--- config.mk ---
export PLATFORM = sky130hd
export DESIGN_NAME = isp_top
export DESIGN_NICKNAME = d
export VERILOG_FILES = /design/src/rtl/isp_top.sv
export SDC_FILE = /design/constraint.sdc
export NUM_CORES = 2
export LEC_CHECK = 0
export ABC_AREA = 1
export CAP_MARGIN = 20
export CORE_MARGIN = 2
export CORE_UTILIZATION = 54
export DETAILED_ROUTE_END_ITERATION = 16
export PLACE_DENSITY_LB_ADDON = 0.08
export SLEW_MARGIN = 20
export SYNTH_ARGS = -nofsm -noshare
export SYNTH_HDL_FRONTEND = slang
export SYNTH_SLANG_ARGS = --single-unit
--- constraint.sdc ---
create_clock -name clk -period 5.4 [get_ports clk]
set_input_delay 0.54 -clock clk [delete_from_list [all_inputs] [get_ports clk]]
set_output_delay 0.54 -clock clk [all_outputs]
set_load 0.01 [all_outputs]
--- src/rtl/isp_top.sv ---
// isp_top: streaming ISP pixel pipeline. Reads a cropped window one pixel
// per cycle, applies black level, white balance and an optional 3x3 colour
// matrix, and writes the frame out to a linear destination buffer.
// Build option: define ISP_CC_EN to build the colour-correction matrix;
// without it the CC stage is a plain register and cc_coeff is ignored.
module isp_top #(
  parameter int PIXEL_WIDTH  = 16,
  parameter int INT_BITS_CC  = 6,
  parameter int FRAC_BITS_CC = 6,
  parameter int FRAC_BITS_WB = 8,
  localparam int CW = INT_BITS_CC + FRAC_BITS_CC + PIXEL_WIDTH
) (
  input  logic            clk,
  input  logic            reset,
  input  logic            new_frame,
  input  logic [31:0]     init_write_address,
  input  logic [9:0]      top_margin,
  input  logic [9:0]      left_margin,
  input  logic [15:0]     crop_height,
  input  logic [15:0]     crop_width,
  input  logic [15:0]     color_scale,
  input  logic [15:0]     cblack,
  input  logic [9*CW-1:0] cc_coeff,
  input  logic [63:0]     read_data,
  output logic [31:0]     read_address,
  output logic            write_enable,
  output logic [31:0]     write_address,
  output logic [63:0]     write_data,
  output logic            done
);

  localparam int PW  = PIXEL_WIDTH;
  localparam int SW  = CW + PW + 3;   // signed CC accumulator width
  localparam int WBW = PW + 16;       // white-balance product width
  localparam logic [PW-1:0] PIX_MAX = '1;

  typedef enum logic [1:0] {IDLE, RUN, DRAIN} state_t;
  state_t state_reg, state_next;

  // latched frame configuration
  logic [9:0]  left_reg;
  logic [15:0] width_reg, height_reg, scale_reg, cblack_reg;
  logic [31:0] stride_reg;

  // raster scan state
  logic [31:0] row_base_reg;
  logic [15:0] x_reg, y_reg;
  logic [9:0]  top_cnt_reg;
  logic        rd_valid_reg;
  logic [31:0] wr_ptr_reg;

  // pipeline, channels packed {R,G,B}
  logic            s1_valid_reg, s2_valid_reg, s3_valid_reg;
  logic [3*PW-1:0] s1_next, s1_pix_reg, s2_next, s2_pix_reg, s4_next;
  logic [3*SW-1:0] s3_next, s3_val_reg;

  logic issue_read, skip_row, done_next, start_frame, last_pixel, pipe_busy;

  assign last_pixel = (x_reg == width_reg - 16'd1) && (y_reg == height_reg - 16'd1);
  assign pipe_busy  = rd_valid_reg | s1_valid_reg | s2_valid_reg | s3_valid_reg;

  // FSM state register
  always_ff @(posedge clk or negedge reset) begin
    if (!reset) state_reg <= IDLE;
    else        state_reg <= state_next;
  end

  // FSM next state and control strobes; the top margin is skipped by
  // accumulating the stride once per skipped row before reading starts
  always_comb begin
    state_next  = state_reg;
    issue_read  = 1'b0;
    skip_row    = 1'b0;
    done_next   = 1'b0;
    start_frame = 1'b0;
    case (state_reg)
      IDLE: begin
        if (new_frame) begin
          if (crop_width == 16'd0 || crop_height == 16'd0) begin
            done_next = 1'b1;
          end else begin
            start_frame = 1'b1;
            state_next  = RUN;
          end
        end
      end
      RUN: begin
        if (top_cnt_reg != 10'd0) begin
          skip_row = 1'b1;
        end else begin
          issue_read = 1'b1;
          if (last_pixel) state_next = DRAIN;
        end
      end
      DRAIN: begin
        if (write_enable && !pipe_busy) begin
          done_next  = 1'b1;
          state_next = IDLE;
        end
      end
      default: state_next = IDLE;
    endcase
  end

  // configuration capture at frame start
  always_ff @(posedge clk or negedge reset) begin
    if (!reset) begin
      left_reg   <= '0;
      width_reg  <= '0;
      height_reg <= '0;
      scale_reg  <= '0;
      cblack_reg <= '0;
      stride_reg <= '0;
    end else if (start_frame) begin
      left_reg   <= left_margin;
      width_reg  <= crop_width;
      height_reg <= crop_height;
      scale_reg  <= color_scale;
      cblack_reg <= cblack;
      stride_reg <= 32'(crop_width) + 32'({left_margin, 1'b0});
    end
  end

  // raster address generation: row base accumulates the stride per row
  always_ff @(posedge clk or negedge reset) begin
    if (!reset) begin
      row_base_reg <= '0;
      x_reg        <= '0;
      y_reg        <= '0;
      top_cnt_reg  <= '0;
      rd_valid_reg <= 1'b0;
      read_address <= '0;
    end else begin
      rd_valid_reg <= issue_read;
      if (start_frame) begin
        row_base_reg <= '0;
        x_reg        <= '0;
        y_reg        <= '0;
        top_cnt_reg  <= top_margin;
      end else if (skip_row) begin
        row_base_reg <= row_base_reg + stride_reg;
        top_cnt_reg  <= top_cnt_reg - 10'd1;
      end else if (issue_read) begin
        read_address <= row_base_reg + 32'(left_reg) + 32'(x_reg);
        if (x_reg == width_reg - 16'd1) begin
          x_reg        <= '0;
          y_reg        <= y_reg + 16'd1;
          row_base_reg <= row_base_reg + stride_reg;
        end else begin
          x_reg <= x_reg + 16'd1;
        end
      end
    end
  end

`ifdef ISP_CC_EN
  logic [9*CW-1:0] coeff_reg;

  // colour matrix capture at frame start
  always_ff @(posedge clk or negedge reset) begin
    if (!reset)           coeff_reg <= '0;
    else if (start_frame) coeff_reg <= cc_coeff;
  end
`else
  logic unused_cc;
  assign unused_cc = ^cc_coeff;
`endif

  logic unused_hi;
  assign unused_hi = ^read_data[63:3*PW];

  genvar gi;
  generate
    for (gi = 0; gi < 3; gi++) begin : g_ch
      localparam int LO = (2 - gi) * PW;
      localparam int SO = (2 - gi) * SW;

      // black level: subtract and floor at zero
      logic [PW-1:0] ch;
      logic [31:0]   ch_w, cb_w;
      assign ch   = read_data[LO +: PW];
      assign ch_w = 32'(ch);
      assign cb_w = 32'(cblack_reg);
      assign s1_next[LO +: PW] = (ch_w > cb_w) ? PW'(ch_w - cb_w) : '0;

      // white balance: fixed-point gain with saturation
      logic [WBW-1:0] wb_prod, wb_shift;
      assign wb_prod  = WBW'(s1_pix_reg[LO +: PW]) * WBW'(scale_reg);
      assign wb_shift = wb_prod >> FRAC_BITS_WB;
      assign s2_next[LO +: PW] = (wb_shift > WBW'(PIX_MAX)) ? PIX_MAX : wb_shift[PW-1:0];

`ifdef ISP_CC_EN
      logic signed [SW-1:0] acc;
      // colour matrix row: signed coefficients times unsigned channels
      always_comb begin
        acc = '0;
        for (int j = 0; j < 3; j++) begin
          acc = acc + SW'($signed(coeff_reg[(8 - (gi * 3 + j)) * CW +: CW]))
                    * SW'($signed({1'b0, s2_pix_reg[(2 - j) * PW +: PW]}));
        end
      end
      assign s3_next[SO +: SW] = acc >>> FRAC_BITS_CC;
`else
      assign s3_next[SO +: SW] = SW'(s2_pix_reg[LO +: PW]);
`endif

      // final clamp of the signed CC result into the pixel range
      logic [SW-1:0] s3_ch;
      assign s3_ch = s3_val_reg[SO +: SW];
      assign s4_next[LO +: PW] = s3_ch[SW-1]        ? '0 :
                                 (|s3_ch[SW-2:PW])  ? PIX_MAX :
                                 s3_ch[PW-1:0];
    end
  endgenerate

  // four-stage pixel pipeline and the write port
  always_ff @(posedge clk or negedge reset) begin
    if (!reset) begin
      s1_valid_reg  <= 1'b0;
      s2_valid_reg  <= 1'b0;
      s3_valid_reg  <= 1'b0;
      s1_pix_reg    <= '0;
      s2_pix_reg    <= '0;
      s3_val_reg    <= '0;
      write_enable  <= 1'b0;
      write_data    <= '0;
      write_address <= '0;
      wr_ptr_reg    <= '0;
      done          <= 1'b0;
    end else begin
      s1_valid_reg <= rd_valid_reg;
      s2_valid_reg <= s1_valid_reg;
      s3_valid_reg <= s2_valid_reg;
      s1_pix_reg   <= s1_next;
      s2_pix_reg   <= s2_next;
      s3_val_reg   <= s3_next;
      write_enable <= s3_valid_reg;
      done         <= done_next;
      if (s3_valid_reg) begin
        write_data    <= 64'(s4_next);
        write_address <= wr_ptr_reg;
        wr_ptr_reg    <= wr_ptr_reg + 32'd1;
      end
      if (start_frame) wr_ptr_reg <= init_write_address;
    end
  end

endmodule

## After elaboration in Yosys (flattened, before gate mapping)

Cells that the tools add are included.

| storage, ports and cells | value |
|---|---|
| register bits | 476 |
| input port bits | 435 |
| output and inout bits | 130 |
| word-level logic and storage cells | 119 |

| operators by class | value |
|---|---|
| add/subtract/negate cells | 13 |
| multiply operators | 3 |
| order comparisons | 6 |
| equal/unequal tests | 10 |
| multiplexer cells | 39 |
| bitwise operators | 5 |
| reductions and logical operators | 19 |

Operators with widths:

| cell | count |
|---|---|
| $mux 16 | 14 |
| $mux 32 | 6 |
| $mul 16x16->32 | 3 |
| $gt 24x16->1 const B | 3 |
| $gt 16x16->1 | 3 |
| $sub 16x16->16 | 3 |
| $add 16x1->16 const B | 2 |
| $add 32x1->32 const B | 1 |
| $add 32x10->32 | 1 |
| $add 32x16->32 | 1 |
| $add 32x32->32 | 1 |
| $eq 16x16->1 | 2 |
| $logic_not 16->1 | 2 |
| $sub 16x1->16 const B | 2 |
| $mux 10 | 2 |
| $add 16x11->17 | 1 |
| $mux 1 | 10 |
| $mux 2 | 5 |
| $ne 2x2->1 const B | 5 |
| $reduce_bool 10->1 | 1 |
| $sub 10x1->10 const B | 1 |
| $reduce_bool 2->1 | 4 |
| $pmux 2 s3 | 1 |
| $reduce_and 3->1 | 2 |
| other kinds (13) | 19 |

## Depth between registers and ports, before layout

| depth | value |
|---|---|
| word-level depth | 7 |
| mapped depth | 30 |
| mapped depth without buffers | 27 |

## Least setup slack after synthesis

OpenSTA, ideal clock, no wires.

| path | value |
|---|---|
| path kind | register to register |
| from | reg scale_reg[9] |
| to | reg s2_pix_reg[10] |
| data arrival time | 5.706 ns |
| data required time | 5.276 ns |
| setup slack | -0.430 ns |
| stages on the path, launching flop included | 28 |
| path buffers | 3 |
| path through | dfrtp_1 -> clkbuf_1 -> buf_1 -> nand2_1 -> fa_1 -> inv_1 -> fa_1 -> inv_1 -> fa_1 -> inv_1 -> fa_1 -> fa_1 -> inv_1 -> fa_1 -> inv_1 -> ha_1 -> nand2_1 -> nor2_1 -> inv_1 -> nor3_1 -> nand2_1 -> nand2_1 -> nand2_1 -> nand3_1 -> nand3_1 -> nor2_2 -> buf_6 -> nand3_2 |

| between the ends | value |
|---|---|
| longest elaborated chain between the ends | 3 |

Ends and longest elaborated chain:

| what | line | source |
|---|---|---|
| start: declaration | 42 | `logic [15:0] width_reg, height_reg, scale_reg, cblack_reg;` |
| start signal: assignment | 118 | `scale_reg <= color_scale;` |
| $mul 16x16->32 (*) | 188 | `assign wb_prod = WBW'(s1_pix_reg[LO +: PW]) * WBW'(scale_reg);` |
| $gt 24x16->1 | 190 | `assign s2_next[LO +: PW] = (wb_shift > WBW'(PIX_MAX)) ? PIX_MAX : wb_shift[PW-1:0];` |
| $mux 16 (*) | 190 |  |
| via s2_next[10] | 54 | `logic [3*PW-1:0] s1_next, s1_pix_reg, s2_next, s2_pix_reg, s4_next;` |
| end signal: assignment | 235 | `s2_pix_reg <= s2_next;` |
| end: declaration | 54 |  |

The timed path passes the listed nets; every way through them passes the cells marked *.
A chain may end at the register's enable or synchronous reset.

## Worst setup path in the final report

| path | value |
|---|---|
| from | reg scale_reg[11] |
| to | reg s2_pix_reg[18] |

| between the ends | value |
|---|---|
| longest elaborated chain between the ends | 3 |

Ends and longest elaborated chain:

| what | line |
|---|---|
| $mul 16x16->32 | 188 |
| $gt 24x16->1 | 190 |
| $mux 16 | 190 |
| via s2_next[18] | 54 |

The timed path passes the listed nets, and every way through them passes these cells.

==> summary.txt <==
Status
  • Outcome: finished, violations left
  • Violated checks: negative setup slack

Pwr
  • Logic pwr share: 51.8%
  • VDD IR max: 0.207 mV
  • Seq pwr share: 24.6%
  • PnR Total Power: 17.9 mW
  • Leak: 35.1 nW
  • Int Power: 10.6 mW
  • Power per cell area: roughly 280 nW/um^2
  • Switching share of power: between 40% and 50%
  • Sw power: 7.37 mW
  • Clock share of power: between 20% and 30%

Layout
  • Post-route cell area: around 63000 sq um
  • Share of post-route cells with drive strength above 1: 10.4%
  • Final cell count without fillers: 8971
  • Nets@finish: 9084
  • # fillers: 8648
  • Util after Layout: 65.1%
  • Area delta synth->final: 19.2%

Global routing
  • Met1 Use GR: 39.1%
  • Overflow left after global routing: 0
  • Number of global-route vias before repair: roughly 47000
  • Antenna violations before repair: 3
  • Met3 global-route usage: roughly 3.5%
  • GRT Total Usage: 29.7%
  • Global-route wire length before repair: 239 mm
  • Largest net degree at the start of global routing: between 100 and 150
  • GRT busiest layer: met2
  • GRT met2 Usage: roughly half

CTS
  • Clk root buf: clkbuf_16
  • Clk pin slew, worst setup/hold paths: 0.06 ns
  • Sink Count: 460
  • CTS tree: built
  • Worst-Skew Late Latency: 0.66 ns
  • H-tree levels: 2
  • CTS buffer count: 54
  • Clk buf depth: 3

Logic synthesis
  • Post-Synth Adder-Cell Area: 32.1%
  • Largest family of logic cells by synthesized area: adder cells
  • Count leader, synth: nand2_1
  • Yosys reg bits: 460
  • Post-synthesis cell count: ~7100
  • Post-synth EDFFs: 0
  • YS warnings: 0
  • Library cells used by synthesis: 51
  • Dominant cells by area after synthesis: fa_1 (23%), dfrtp_1 (22%), nand2_1 (16%)
  • Compound-Gate Fraction of Synth Area: 5.13%
  • Synth cell count leaders: nand2_1 (2245), inv_1 (1553), fa_1 (595)
  • Seq/Total Area, Yosys: 21.8%
  • Top FF cell, synth: dfrtp_1
  • Mapped cell area: 52900 sq um
  • Top cell type's share of synthesized area: 22.5%
  • Mux share of post-synthesis cell area: 0%
  • Post-Synth Simple-Gate Area: 24.6%
  • XOR/XNOR Fraction of Synth Area: 3.13%
  • Yosys top cell by area: fa_1
  • Ys async rst share: 100%
  • Syn avg cell area: 7.41 sq um

Hold path
  • Min-delay worst type: flip-flop to flip-flop

Placement
  • Cells after DPL: just under 9000
  • Area of placed instances: 60300 sq um
  • IO Port Bufs: between 200 and 300
  • Worst slack, placed: -0.484 ns
  • Dpl hpwl: 119 mm
  • Routability congestion estimate: 0.970

Setup path
  • CP max stage cell: fa_1
  • Crit-path max FO: 16
  • Critical path type: flip-flop to flip-flop
  • Crit path largest cell delay: 0.52 ns
  • R2R Setup Slk: -0.40 ns
  • Worst Path Required: 5.89 ns
  • Crit-path leading delay family: adder cells
  • CP bufs+invs: 8
  • CP dominant cell by count: nand2_1
  • Crit path launch type: flip-flop
  • Worst path arrival time: ~6.3 ns
  • CP Capture Type: flip-flop

Floorplan
  • Die footprint: 100000 sq um
  • Die Wd: 317 um
  • Total I/O pin count: 565
  • Cell Rows: between 100 and 150
  • Die H: 317 um
  • Initial core utilization: 54.6%
  • Total core area: 96900 sq um

Flow run
  • Max-Cap Viols: 0

STA
  • Worst Tran Pin Value: 1.09 ns
  • Clock Skew: ~0.043 ns
  • Setup tns final: -16.97 ns
  • Min Hold Slack: 0.322 ns
  • Setup ws final: -0.401 ns
  • Max_slew headroom: between 20% and 30%
  • Fin crit share: 107%
  • Final Slew Violations: 0
  • Final setup viols: 48
  • RSZ-0062 raised after global routing: yes
  • Final hold violations: 0
  • Tmin final: 5.80 ns
  • FMAX: 0.172 GHz

Routing
  • Drt pass-1 iters: 5
  • Mean routed wirelength per cell: 16.2 um
  • Remaining antenna violation count: 0
  • DR DRC count: 0
  • Detailed Route Iter0 Violations: ~3000
  • Final WL: around 150 mm
  • Vias per cell: 5.11
  • Via count: around 46000
==> power by group through the flow <==
stage / logic, mW / clock network [mW] / registers [mW]
2_1_floorplan: 5.86 / 0 / 4.18
3_3_place_gp: 8.73 / 0 / 4.44
6_report: 9.29 / 4.23 / 4.41
4_1_cts: 9.04 / 4.32 / 4.40
3_5_place_dp: 8.86 / 0 / 4.45
5_1_grt: 10.4 / 4.46 / 4.45
==> what timing repair did <==
| item | CTS | global route |
|---|---|---|
| gates resized for setup | 49 | 113 |
| pin swaps | 7 | 39 |
| cloned | 0 | 2 |
| setup buffers | 4 | 8 |
| hold buffers | 1 | 0 |
| setup endpoints to repair | 48 | 48 |
| hold endpoints to repair | 77 | 0 |
==> layout make-up <==
cell class / instances / area [sq um] / area share (%)
Inverter: 1555 / 5840 / 9.27
Tap cell: 1276 / 1600 / 2.53
Multi-Input combinational cell: 4869 / 35300 / 56.0
Sequential cell: 460 / 11500 / 18.3
Timing Repair Buffer: 708 / 6660 / 10.6
Clock buffer: 71 / 1520 / 2.40
Clock inverter: 31 / 571 / 0.905
Antenna cell: 1 / 2.50 / 0.00397
==> placed cells by master, fill, tap and decap left out, types with 28 or more instances in the layout <==
cell             Yosys  layout
a21oi_1            173     147
buf_12               0      43
buf_4               25     371
clkbuf_16            0      56
clkdlybuf4s50_1      0     279
dfrtp_1            460     432
dfrtp_2              0      28
fa_1               595     584
ha_1               406     377
inv_1             1553    1538
nand2_1           2245    2198
nand2_2              9      45
nand3_1            267     264
nand3b_1            29      29
nand4_1             69      69
nor2_1             403     372
nor2_2              11      33
nor3_1              59      51
o21ai_0            221     212
xnor2_1             81      81
xor2_1             103     103
==> kinds of logic (layout without fill, tap and decap cells) <==
kind of cell | Yosys count | after routing
AOI/OAI and AO/OA | 495 | 495
xor gates and xnor gates | 186 | 186
adders and majority gates | 1001 | 1001
buffers and inverters | 1828 | 2365
DFF | 460 | 460
other | 1 | 17
and+or+nand+nor | 3171 | 3171
==> per-layer routing <==
layer	routed length [um]	vias to the layer above
li1	-	22324
met1	62800	22139
met2	70400	1180
met3	7940	226
met4	3840	4
met5	29	-
==> path summary, 6_finish.rpt <==
check,from,end,cells after the start
hold reg to reg,s2_pix_reg[0]$_DFF_PN0_,s3_val_reg[0]$_DFF_PN0_,0
hold / removal,s2_pix_reg[0]$_DFF_PN0_,s3_val_reg[0]$_DFF_PN0_,0
setup / recovery,scale_reg[11]$_DFFE_PN0P_,s2_pix_reg[18]$_DFF_PN0_,28
setup reg to reg,scale_reg[11]$_DFFE_PN0P_,s2_pix_reg[18]$_DFF_PN0_,28
max in group asynchronous,reset,s3_val_reg[57]$_DFF_PN0_,3
min in group asynchronous,reset,write_data[41]$_DFFE_PN0P_,2
No activity file was read; power rests on OpenSTA's default activity.
